## src/rtl/dmem_arbiter.sv

```systemverilog
// Data memory arbiter: shares the single-ported data memory between the MEM stage
// and a DMA/loader port. The CPU has priority; the DMA gets in when the CPU is idle or starved.
module dmem_arbiter #(
  parameter int unsigned ADDR_W       = 32,
  parameter int unsigned DATA_W       = 32,
  parameter int unsigned STARVE_LIMIT = 4,
  parameter int unsigned MAX_BURST    = 4
) (
  input  logic              CLK,
  input  logic              RESET,
  input  logic              cpu_memread,
  input  logic              cpu_memwrite,
  input  logic [ADDR_W-1:0] cpu_addr,
  input  logic [DATA_W-1:0] cpu_wdata,
  output logic [DATA_W-1:0] cpu_rdata,
  output logic              cpu_stall,
  input  logic              dma_req,
  input  logic              dma_we,
  input  logic [ADDR_W-1:0] dma_addr,
  input  logic [DATA_W-1:0] dma_wdata,
  output logic              dma_ack,
  output logic              dma_rvalid,
  output logic [DATA_W-1:0] dma_rdata,
  output logic [ADDR_W-1:0] mem_addr,
  output logic [DATA_W-1:0] mem_wdata,
  output logic              mem_write,
  output logic              mem_read,
  input  logic [DATA_W-1:0] mem_rdata
);

  localparam int unsigned SW = (STARVE_LIMIT < 1) ? 1 : $clog2(STARVE_LIMIT + 1);
  localparam int unsigned BW = (MAX_BURST < 1) ? 1 : $clog2(MAX_BURST + 1);

  typedef enum logic {
    S_CPU = 1'b0,
    S_DMA = 1'b1
  } owner_e;

  owner_e            owner_q, owner_d;
  logic [SW-1:0]     starve_cnt_q, starve_cnt_d;
  logic [BW-1:0]     burst_cnt_q, burst_cnt_d;
  logic              dma_rvalid_q;
  logic [DATA_W-1:0] dma_rdata_q;

  logic cpu_req;
  logic starve_hit;
  logic burst_hit;

  assign cpu_req    = cpu_memread | cpu_memwrite;
  assign starve_hit = (starve_cnt_q == SW'(STARVE_LIMIT - 1));
  assign burst_hit  = (burst_cnt_q == BW'(MAX_BURST - 1));

  // Ownership and fairness counters
  always_ff @(posedge CLK or posedge RESET) begin
    if (RESET) begin
      owner_q      <= S_CPU;
      starve_cnt_q <= '0;
      burst_cnt_q  <= '0;
    end else begin
      owner_q      <= owner_d;
      starve_cnt_q <= starve_cnt_d;
      burst_cnt_q  <= burst_cnt_d;
    end
  end

  // Next owner: starvation forces DMA in, the burst cap hands the memory back to a waiting CPU
  always_comb begin
    owner_d      = owner_q;
    starve_cnt_d = starve_cnt_q;
    burst_cnt_d  = burst_cnt_q;
    case (owner_q)
      S_CPU: begin
        if (!dma_req) begin
          starve_cnt_d = '0;
        end else if (!cpu_req || starve_hit) begin
          owner_d      = S_DMA;
          starve_cnt_d = '0;
          burst_cnt_d  = '0;
        end else begin
          starve_cnt_d = starve_cnt_q + SW'(1);
        end
      end
      S_DMA: begin
        if (!dma_req) begin
          owner_d = S_CPU;
        end else if (cpu_req) begin
          if (burst_hit) begin
            owner_d = S_CPU;
          end else begin
            burst_cnt_d = burst_cnt_q + BW'(1);
          end
        end
      end
      default: owner_d = S_CPU;
    endcase
  end

  // Memory port mux; strobes are masked while reset is held
  always_comb begin
    mem_addr  = cpu_addr;
    mem_wdata = cpu_wdata;
    mem_write = cpu_memwrite;
    mem_read  = cpu_memread;
    cpu_rdata = mem_rdata;
    cpu_stall = 1'b0;
    dma_ack   = 1'b0;
    if (owner_q == S_DMA) begin
      mem_addr  = dma_addr;
      mem_wdata = dma_wdata;
      mem_write = dma_req & dma_we;
      mem_read  = dma_req & ~dma_we;
      cpu_rdata = '0;
      cpu_stall = cpu_req;
      dma_ack   = dma_req;
    end
    if (RESET) begin
      mem_write = 1'b0;
      mem_read  = 1'b0;
      cpu_stall = 1'b0;
      dma_ack   = 1'b0;
    end
  end

  // DMA read return, valid one cycle after the read ack
  always_ff @(posedge CLK or posedge RESET) begin
    if (RESET) begin
      dma_rvalid_q <= 1'b0;
      dma_rdata_q  <= '0;
    end else if (dma_ack && !dma_we) begin
      dma_rvalid_q <= 1'b1;
      dma_rdata_q  <= mem_rdata;
    end else begin
      dma_rvalid_q <= 1'b0;
    end
  end

  assign dma_rvalid = dma_rvalid_q;
  assign dma_rdata  = dma_rdata_q;

endmodule

```

## config.mk

```make
export PLATFORM = sky130hd
export DESIGN_NAME = dmem_arbiter
export DESIGN_NICKNAME = d
export VERILOG_FILES = /design/src/rtl/dmem_arbiter.sv
export SDC_FILE = /design/constraint.sdc
export NUM_CORES = 1
export LEC_CHECK = 0
export CORE_AREA = 2 2 116 118
export DETAILED_ROUTE_END_ITERATION = 8
export DIE_AREA = 0 0 118 120
export GPL_ROUTABILITY_DRIVEN = 0
export HOLD_SLACK_MARGIN = 0.05
export PLACE_DENSITY_LB_ADDON = 0.3
export SETUP_SLACK_MARGIN = 0.3
export SYNTH_ARGS = -nofsm -noshare
export SYNTH_HDL_FRONTEND = slang
export SYNTH_SLANG_ARGS = --single-unit
```

## constraint.sdc

```tcl
create_clock -name CLK -period 1.7 [get_ports CLK]
set_input_delay 0.255 -clock CLK [delete_from_list [all_inputs] [get_ports CLK]]
set_output_delay 0.255 -clock CLK [all_outputs]
set_load 0.005 [all_outputs]
```

* Word level (Yosys, flattened, before mapping) *
Index checks and enable logic that the tools add are counted.

word-level totals
  flip-flop bits (word level) = 40
  input bits = 166
  output and inout port bits = 133
  word-level logic and storage cells = 50

cells by class
  add/sub/neg operators = 2
  eq/ne operators = 7
  multiplexer cells = 26
  bitwise logic cells = 5
  reduce and logical (&&, ||, !) cells = 5

operator list
  operator               number
  $mux W32               3
  $mux W3                7
  $mux W1                14
  $ne A2 B2 Y1 const B   4
  $add A3 B1 Y3 const B  2
  $eq A3 B2 Y1 const B   2
  $pmux W3 S2            1
  $reduce_and A5 Y1      1
  $and A1 B1 Y1          2
  $logic_not A1 Y1       2
  $ne A2 B1 Y1 const B   1
  $not A1 Y1             2
  $pmux W1 S2            1
  $logic_and A1 B1 Y1    1
  $logic_or A1 B1 Y1     1
  $or A1 B1 Y1           1

* Logic depth before layout (Yosys ltp) *
Gate-level depths: netlist of run 1.

  depth after elaboration = 6
  depth in mapped cells = 6
  depth with buffers taken out = 5

* Least setup slack after synthesis of run 1 *
Ideal clock, no wire load.

  path kind = input to output
  start point = in RESET
  end point = out mem_read
  arrival = 1.384 ns
  slack = 0.061 ns
  cell stages on the path = 2
  cell sequence = inv_1 a31o_2

between the ends
  cells in the longest elaborated chain, start to end = 1

RTL lines
  item                line  RTL
  start: declaration  10    input logic RESET,
  $mux W1             116   if (RESET) begin
  end: declaration    27    output logic mem_read,

Every way passes these cells.

* Worst setup path after layout of run 1 *
  start point = reg owner_q
  end point = out mem_wdata[9]

between the ends
  cells in the longest elaborated chain, start to end = 1

RTL lines
  item                      line  RTL
  start: declaration        39    owner_e owner_q, owner_d;
  start signal: assignment  60    owner_q <= owner_d;
  $mux W32                  107   if (owner_q == S_DMA) begin
  end: declaration          25    output logic [DATA_W-1:0] mem_wdata,

Every way passes these cells.

==> run summary, run 1 <==
pwr dens: 691.3 nW/um^2
DIE AREA: 14160 sq um
area occupied by multi-input gates: 1794 sq um
violated checks: negative setup slack
Seq/Total Area, Yosys: 38.13%
Yosys top cell by area: sky130_fd_sc_hd__mux2_2
chip height: 120 microns
cell count of the worst reg-to-reg path: 9
ratio of routed vias to standard cells: 4.208
TritonCTS Buffers: 5
setup repair after global routing missed its margin: true
biggest fanout along the worst timing path: 8
GRT Residual Overflow: 0
gr usage total: 16.76%
total count of max-transition violations in the final report: 0
area grow syn2layout: 159.5%
number of enable-type register cells in the synthesized netlist: 0
shortest clock period the worst path allows after layout: 1.994 ns
worst reg-to-reg setup slack: -0.18 ns
TritonCTS clock tree: done
fin nets: 757
Syn Inst Count: 222
run status: complete, but fails checks
vias: 3219
antenna violations before repair: 1
worst setup path category: register to output port
asr flop ratio synth: 100.0%
hold crit path type: primary input to asynchronous set/reset pin
number of port buffers: 298
headroom to the max-slew limit: 66.87%
first-pass GRT wire length: 18840 microns
Post-CTS Hold Fix Bufs: 0
number of global-route vias before repair: 3383
Critical Path End Type: output port
count of pins on the block boundary: 299
clk sink count: 40
maximum number of pins on one net before global-route repair: 41
residual DRC count: 0
FF/Latch Area: 1005 sq um
most frequently used cell type in the post-synthesis netlist: sky130_fd_sc_hd__mux2_2
fill cell total of the finished layout: 1192
per-cell routed wire length: 16.74 microns
least setup slack across all paths after layout: -0.2939 ns
Critical Path AT: 1.74 ns
TritonRoute pass-1 iters: 4
aggregate routed wire length: 12810 microns
Period Utilization, post-route: 117.3%
Synthesis Warnings: 0
data required time of the critical path: 1.44 ns
worst reg2reg startpoint: owner_q$_DFF_PP0_
Power, Total: 0.004709 W
reported max-cap violation count: 0
effective utilization at floorplan: 20.22%
cell area after layout: 6813 sq um
sort of element at the start of the critical path: register
Static Leakage: 3.195 nW
final count of negative-setup-slack endpoints: 120
Cell Area, Placed: 6090 sq um
Post-synth top flop: sky130_fd_sc_hd__dfrtp_1
peak supply drop: 0.0003855 V
destination of the worst register-to-register timing path: dma_rdata[17]$_DFFE_PP0P_
total standard cell area after synthesis: 2625 sq um
top achievable clock speed: 0.5015 GHz
Routed Antenna Nets: 0
Final TNS setup: -17.64 ns
clock-pin slew on the worst setup and hold paths: 0.06 ns
most numerous cell types in the synthesized netlist: 95 x sky130_fd_sc_hd__mux2_2, 40 x sky130_fd_sc_hd__dfrtp_1, 32 x sky130_fd_sc_hd__nor2b_1
drt initial violations: 40
fraction of layout instances using a drive strength above 1: 49.83%
unique cell type count in the Yosys netlist: 26
clock skew after layout: 0.009851 ns
library cell used as clock root buffer: sky130_fd_sc_hd__clkbuf_16
Core Footprint: 12980 sq um
final hold violations: 0
area share of the largest cell type after synthesis: 40.75%
Post-Route Utilization: 52.49%
final instance count without filler cells: 765
#FFs+latches synth: 40
number of levels the H-tree was split into: 2
DIE WIDTH: 118 microns
number of placed cells counting well taps: 702
maximum clock insertion buffer count: 2
pin slew with the least headroom to its limit: 0.4969 ns
clock latency at the later pin of the worst-skew pair: 0.28 ns
Area contributors post-synth: sky130_fd_sc_hd__mux2_2 41%, sky130_fd_sc_hd__dfrtp_1 38%, sky130_fd_sc_hd__nor2b_1 7.6%, sky130_fd_sc_hd__ha_1 1.9%, sky130_fd_sc_hd__buf_2 1.7%
net count of the mapped netlist: 392
total half-perimeter wirelength after legalization and detailed placement: 9450 microns
number of placement rows: 42
synthesized area divided by synthesized cell count: 11.82 sq um
-- worst max path at each step --
| stage | end | slack (ns) | start |
|---|---|---|---|
| after floorplan | mem_read | 0.20 | RESET |
| after global placement | dma_rdata[21]$_DFFE_PP0P_ | -0.27 | dma_req |
| after detailed placement | dma_rdata[17]$_DFFE_PP0P_ | -0.29 | dma_req |
| after CTS | cpu_rdata[17] | -0.37 | owner_q$_DFF_PP0_ |
| after global routing | mem_wdata[9] | -0.33 | owner_q$_DFF_PP0_ |
| final | mem_wdata[9] | -0.29 | owner_q$_DFF_PP0_ |
-- cell families after synthesis --
logic type      Yosys count  synth area share (%)
mux                      96                 41.18
simple gates             50                 11.44
flops                    40                 38.13
buf+inv                  20                 4.147
compound gates           12                 3.194
fa+ha+maj                 4                 1.907
-- layout by cell type, fill, tap and decap left out, types with 9 or more instances in the layout --
master                            netlist  layout
sky130_fd_sc_hd__dlygate4sd2_1          0      37
sky130_fd_sc_hd__clkdlybuf4s50_1        0     164
sky130_fd_sc_hd__nor2b_1               32      21
sky130_fd_sc_hd__mux2_4                 0      35
sky130_fd_sc_hd__clkdlybuf4s15_2        0       9
sky130_fd_sc_hd__dfrtp_1               40      39
sky130_fd_sc_hd__buf_4                  0      34
sky130_fd_sc_hd__buf_6                  3      33
sky130_fd_sc_hd__mux2_2                95      61
sky130_fd_sc_hd__dlymetal6s2s_1         0       9
sky130_fd_sc_hd__clkbuf_2               0      13
sky130_fd_sc_hd__buf_12                 0      10
sky130_fd_sc_hd__buf_2                  9      49
-- registers in the layout, indices dropped and copies added, names as in the netlist --
name / count
dma_rdata: 32
dma_rvalid: 1
owner_q: 1
starve_cnt_q: 3
burst_cnt_q: 3
-- layout make-up --
cell class,instances,share of cell area (%)
Tap cell,176,3.232
Clock inverter,3,0.3122
Inverter,5,0.3306
Sequential cell,40,14.75
Multi-Input combinational cell,162,26.34
Antenna cell,1,0.03673
Timing Repair Buffer,373,53.17
Clock buffer,5,1.837
-- power breakdown --
group          internal (W)  switching, W  leakage [nW]
logic               0.00166      0.000756          2.62
registers           0.00122      0.000163         0.501
clock network      0.000545      0.000367        0.0702
total               0.00342       0.00129          3.19
-- worst max-delay path: stages (launching register included) --
cell and delay (ns):
sky130_fd_sc_hd__dfrtp_4 0.55, sky130_fd_sc_hd__buf_12 0.16, sky130_fd_sc_hd__buf_16 0.13, sky130_fd_sc_hd__buf_6 0.11, sky130_fd_sc_hd__buf_6 0.10, sky130_fd_sc_hd__mux2_4 0.29
sky130_fd_sc_hd__buf_6 0.12
-- per-layer routing --
| metal | vias to the layer above | GRT usage (%) | share of wire, % |
|---|---|---|---|
| li1 | 1521 | - | - |
| met1 | 1521 | 19.17 | 38 |
| met2 | 162 | 30.41 | 53 |
| met3 | 15 | 5.038 | 7.3 |
| met4 | 0 | 4.292 | 1.5 |
| met5 | - | 0 | 0 |
-- per-stage QoR --
stage	hold slack (ns)	setup slack (ns)
floorplan	0.2381	0.1973
global placement	0.4737	-0.2705
detailed placement	0.4922	-0.2939
CTS	0.5066	-0.3701
global route	0.3224	-0.3334
finish	0.2612	-0.2939
-- what timing repair did --
| item | 4_1_cts | 5_1_grt |
|---|---|---|
| gates cloned | 6 | 1 |
| buffers inserted | 24 | 23 |
| endpoints found under the hold margin | 0 | 0 |
| endpoints found under the setup margin | 164 | 143 |
| pin swaps | 6 | 5 |
| resized for setup | 320 | 128 |
(Power assumes the default switching activity.)
==> run 2: changes to the inputs <==
- CTS_BUF_LIST: not set -> sky130_fd_sc_hd__clkbuf_2
==> run 2 against run 1 <==
The flow still finishes with violations (negative setup slack). Maximum frequency shrank 7.0%. Worst hold slack improved by 0.20 ns. First-iteration DRC count up 65%. Register-to-register slack got worse by 0.17 ns. Sequential cell count is the same. Utilization grew 0.82 points. Critical endpoint unchanged. Largest power group unchanged.
==> run summary, run 2 (same netlist as run 1, synthesis figures left out) <==
DIE WIDTH: 118 microns (unchanged)
effective utilization at floorplan: 20.22% (unchanged)
vias: 3306 (+2.7%)
clk sink count: 40 (unchanged)
sort of element at the start of the critical path: register
library cell used as clock root buffer: sky130_fd_sc_hd__clkbuf_2
Critical Path End Type: output port
final hold violations: 0 (unchanged)
clock latency at the later pin of the worst-skew pair: 0.38 ns (+0.10 ns)
worst reg2reg startpoint: owner_q$_DFF_PP0_
number of placement rows: 42 (unchanged)
setup repair after global routing missed its margin: true
cell area after layout: 6919 sq um (+1.6%)
fraction of layout instances using a drive strength above 1: 52.14% (+2.3 points)
most frequent cells in the layout: 166 x sky130_fd_sc_hd__clkdlybuf4s50_1, 59 x sky130_fd_sc_hd__mux2_2, 52 x sky130_fd_sc_hd__buf_4, 47 x sky130_fd_sc_hd__buf_2, 39 x sky130_fd_sc_hd__dfrtp_1
biggest fanout along the worst timing path: 8 (unchanged)
shortest clock period the worst path allows after layout: 2.143 ns (+0.1491 ns)
fin nets: 777 (+2.6%)
residual DRC count: 0 (unchanged)
clock skew after layout: 0.04210 ns (+0.03225 ns)
Period Utilization, post-route: 126.1% (+8.8 points)
Final TNS setup: -37.19 ns (-19.56 ns)
maximum number of pins on one net before global-route repair: 41 (unchanged)
TritonCTS Buffers: 5 (unchanged)
pwr dens: 630.1 nW/um^2 (-8.8%)
TritonRoute pass-1 iters: 4 (unchanged)
drt initial violations: 66 (+65%)
peak supply drop: 0.0003892 V (+0.94%)
most common library cell in the layout ignoring fill and taps: sky130_fd_sc_hd__clkdlybuf4s50_1
launching instance or port of the critical path: owner_q$_DFF_PP0_
top achievable clock speed: 0.4666 GHz (-7.0%)
maximum clock insertion buffer count: 2 (unchanged)
gr usage total: 16.92% (+0.16 points)
per-cell routed wire length: 17.12 microns (+2.3%)
clock-pin slew on the worst setup and hold paths: 0.24 ns (+0.18 ns)
Post-CTS Hold Fix Bufs: 0 (unchanged)
cell with the most instances on the worst path: sky130_fd_sc_hd__buf_6
Static Leakage: 3.287 nW (+2.9%)
total count of max-transition violations in the final report: 0 (unchanged)
area grow syn2layout: 163.6%
least setup slack across all paths after layout: -0.4430 ns (-0.1491 ns)
antenna violations before repair: 1 (unchanged)
run status: complete, but fails checks
pin slew with the least headroom to its limit: 0.4915 ns (-0.005405 ns)
number of port buffers: 298 (unchanged)
total half-perimeter wirelength after legalization and detailed placement: 9450 microns (unchanged)
ratio of routed vias to standard cells: 4.211 (about the same)
longest individual stage delay on the worst path: 0.53 ns (-0.02 ns)
number of global-route vias before repair: 3402 (+0.56%)
Post-Route Utilization: 53.31% (+0.82 points)
TritonCTS clock tree: done
slowest cell on the critical path: sky130_fd_sc_hd__dfrtp_4
first-pass GRT wire length: 18980 microns (+0.73%)
worst hold slack after final layout: 0.4628 ns (+0.2016 ns)
Critical Path AT: 1.89 ns (+0.15 ns)
GRT Residual Overflow: 0 (unchanged)
chain of cells forming the critical path: buf_6, buf_12, buf_16, buf_6, buf_6, mux2_4, buf_6
chip height: 120 microns (unchanged)
Core Footprint: 12980 sq um (unchanged)
count of pins on the block boundary: 299 (unchanged)
Cell Area, Placed: 6090 sq um (unchanged)
violated checks: negative setup slack
hold crit path type: primary input to asynchronous set/reset pin
Routed Antenna Nets: 0 (unchanged)
number of levels the H-tree was split into: 2 (unchanged)
number of flip-flops under the largest register name: 32 (unchanged)
reported max-cap violation count: 0 (unchanged)
DIE AREA: 14160 sq um (unchanged)
aggregate routed wire length: 13440 microns (+4.9%)
final count of negative-setup-slack endpoints: 133 (+11%)
headroom to the max-slew limit: 67.23% (+0.36 points)
data required time of the critical path: 1.44 ns (about the same)
worst setup path category: register to output port
## run 2: stage by stage
| stage | power (W) | instances | setup slack (ns) |
|---|---|---|---|
| after CTS | 0.004113 | 743 | -0.5349 |
| after floorplan | 0.002165 | 222 | 0.1973 |
| final | 0.004360 | 785 | -0.4430 |
| after global placement | 0.003621 | 702 | -0.2705 |
| after global routing | 0.004628 | 785 | -0.5374 |
| after detailed placement | 0.003659 | 702 | -0.2939 |
## run 2: routing by layer
layer / routed length, microns / part of all wire (%) / up-vias / GRT usage, %
li1: - / - / 1555 / -
met1: 5120 / 38 / 1572 / 19.32
met2: 7039 / 52 / 161 / 30.27
met3: 993 / 7.4 / 18 / 5.466
met4: 284 / 2.1 / 0 / 4.744
met5: 0 / 0 / - / 0
## run 2: power by group
group | switching [W] | internal (W)
combinational | 0.000782 | 0.00177
sequential | 0.000173 | 0.00121
clock | 0.000319 | 0.000104
## run 2: path summary, 6_finish.rpt
check / end / slack, ns / cells after the start
setup / recovery: mem_wdata[9] / -0.44 / 7
hold / removal: dma_rdata[0]$_DFFE_PP0P_ / 0.46 / 3
setup reg to reg: dma_rdata[17]$_DFFE_PP0P_ / -0.35 / 11
hold reg to reg: starve_cnt_q[0]$_DFFE_PP0N_ / 0.50 / 1
max in group asynchronous: owner_q$_DFF_PP0_ / 0.82 / 3
min in group CLK: dma_rdata[23]$_DFFE_PP0P_ / 0.48 / 2
## run 2: layout make-up
class / count / area, sq um
fill: 1186 / 6061
timing repair buffer: 393 / 3804
tap: 176 / 220.2
sequential: 40 / 1005
clock buffer: 5 / 25.02
inverter: 5 / 22.52
multi-input combinational: 162 / 1819
antenna: 1 / 2.502
clock inverter: 3 / 21.27
## run 2: repair_timing
item / CTS / global route
pin swaps: 5 / 4
buffers inserted: 27 / 39
resized for setup: 293 / 177
cloned: 6 / 2
hold endpoints to repair: 0 / 0
endpoints found under the setup margin: 169 / 172
## run 2: worst max-delay path: cells and delay by family (launching register included)
family	cells	cell delay, ns
buffers and inverters	6	0.72
DFF	1	0.53
muxes	1	0.29
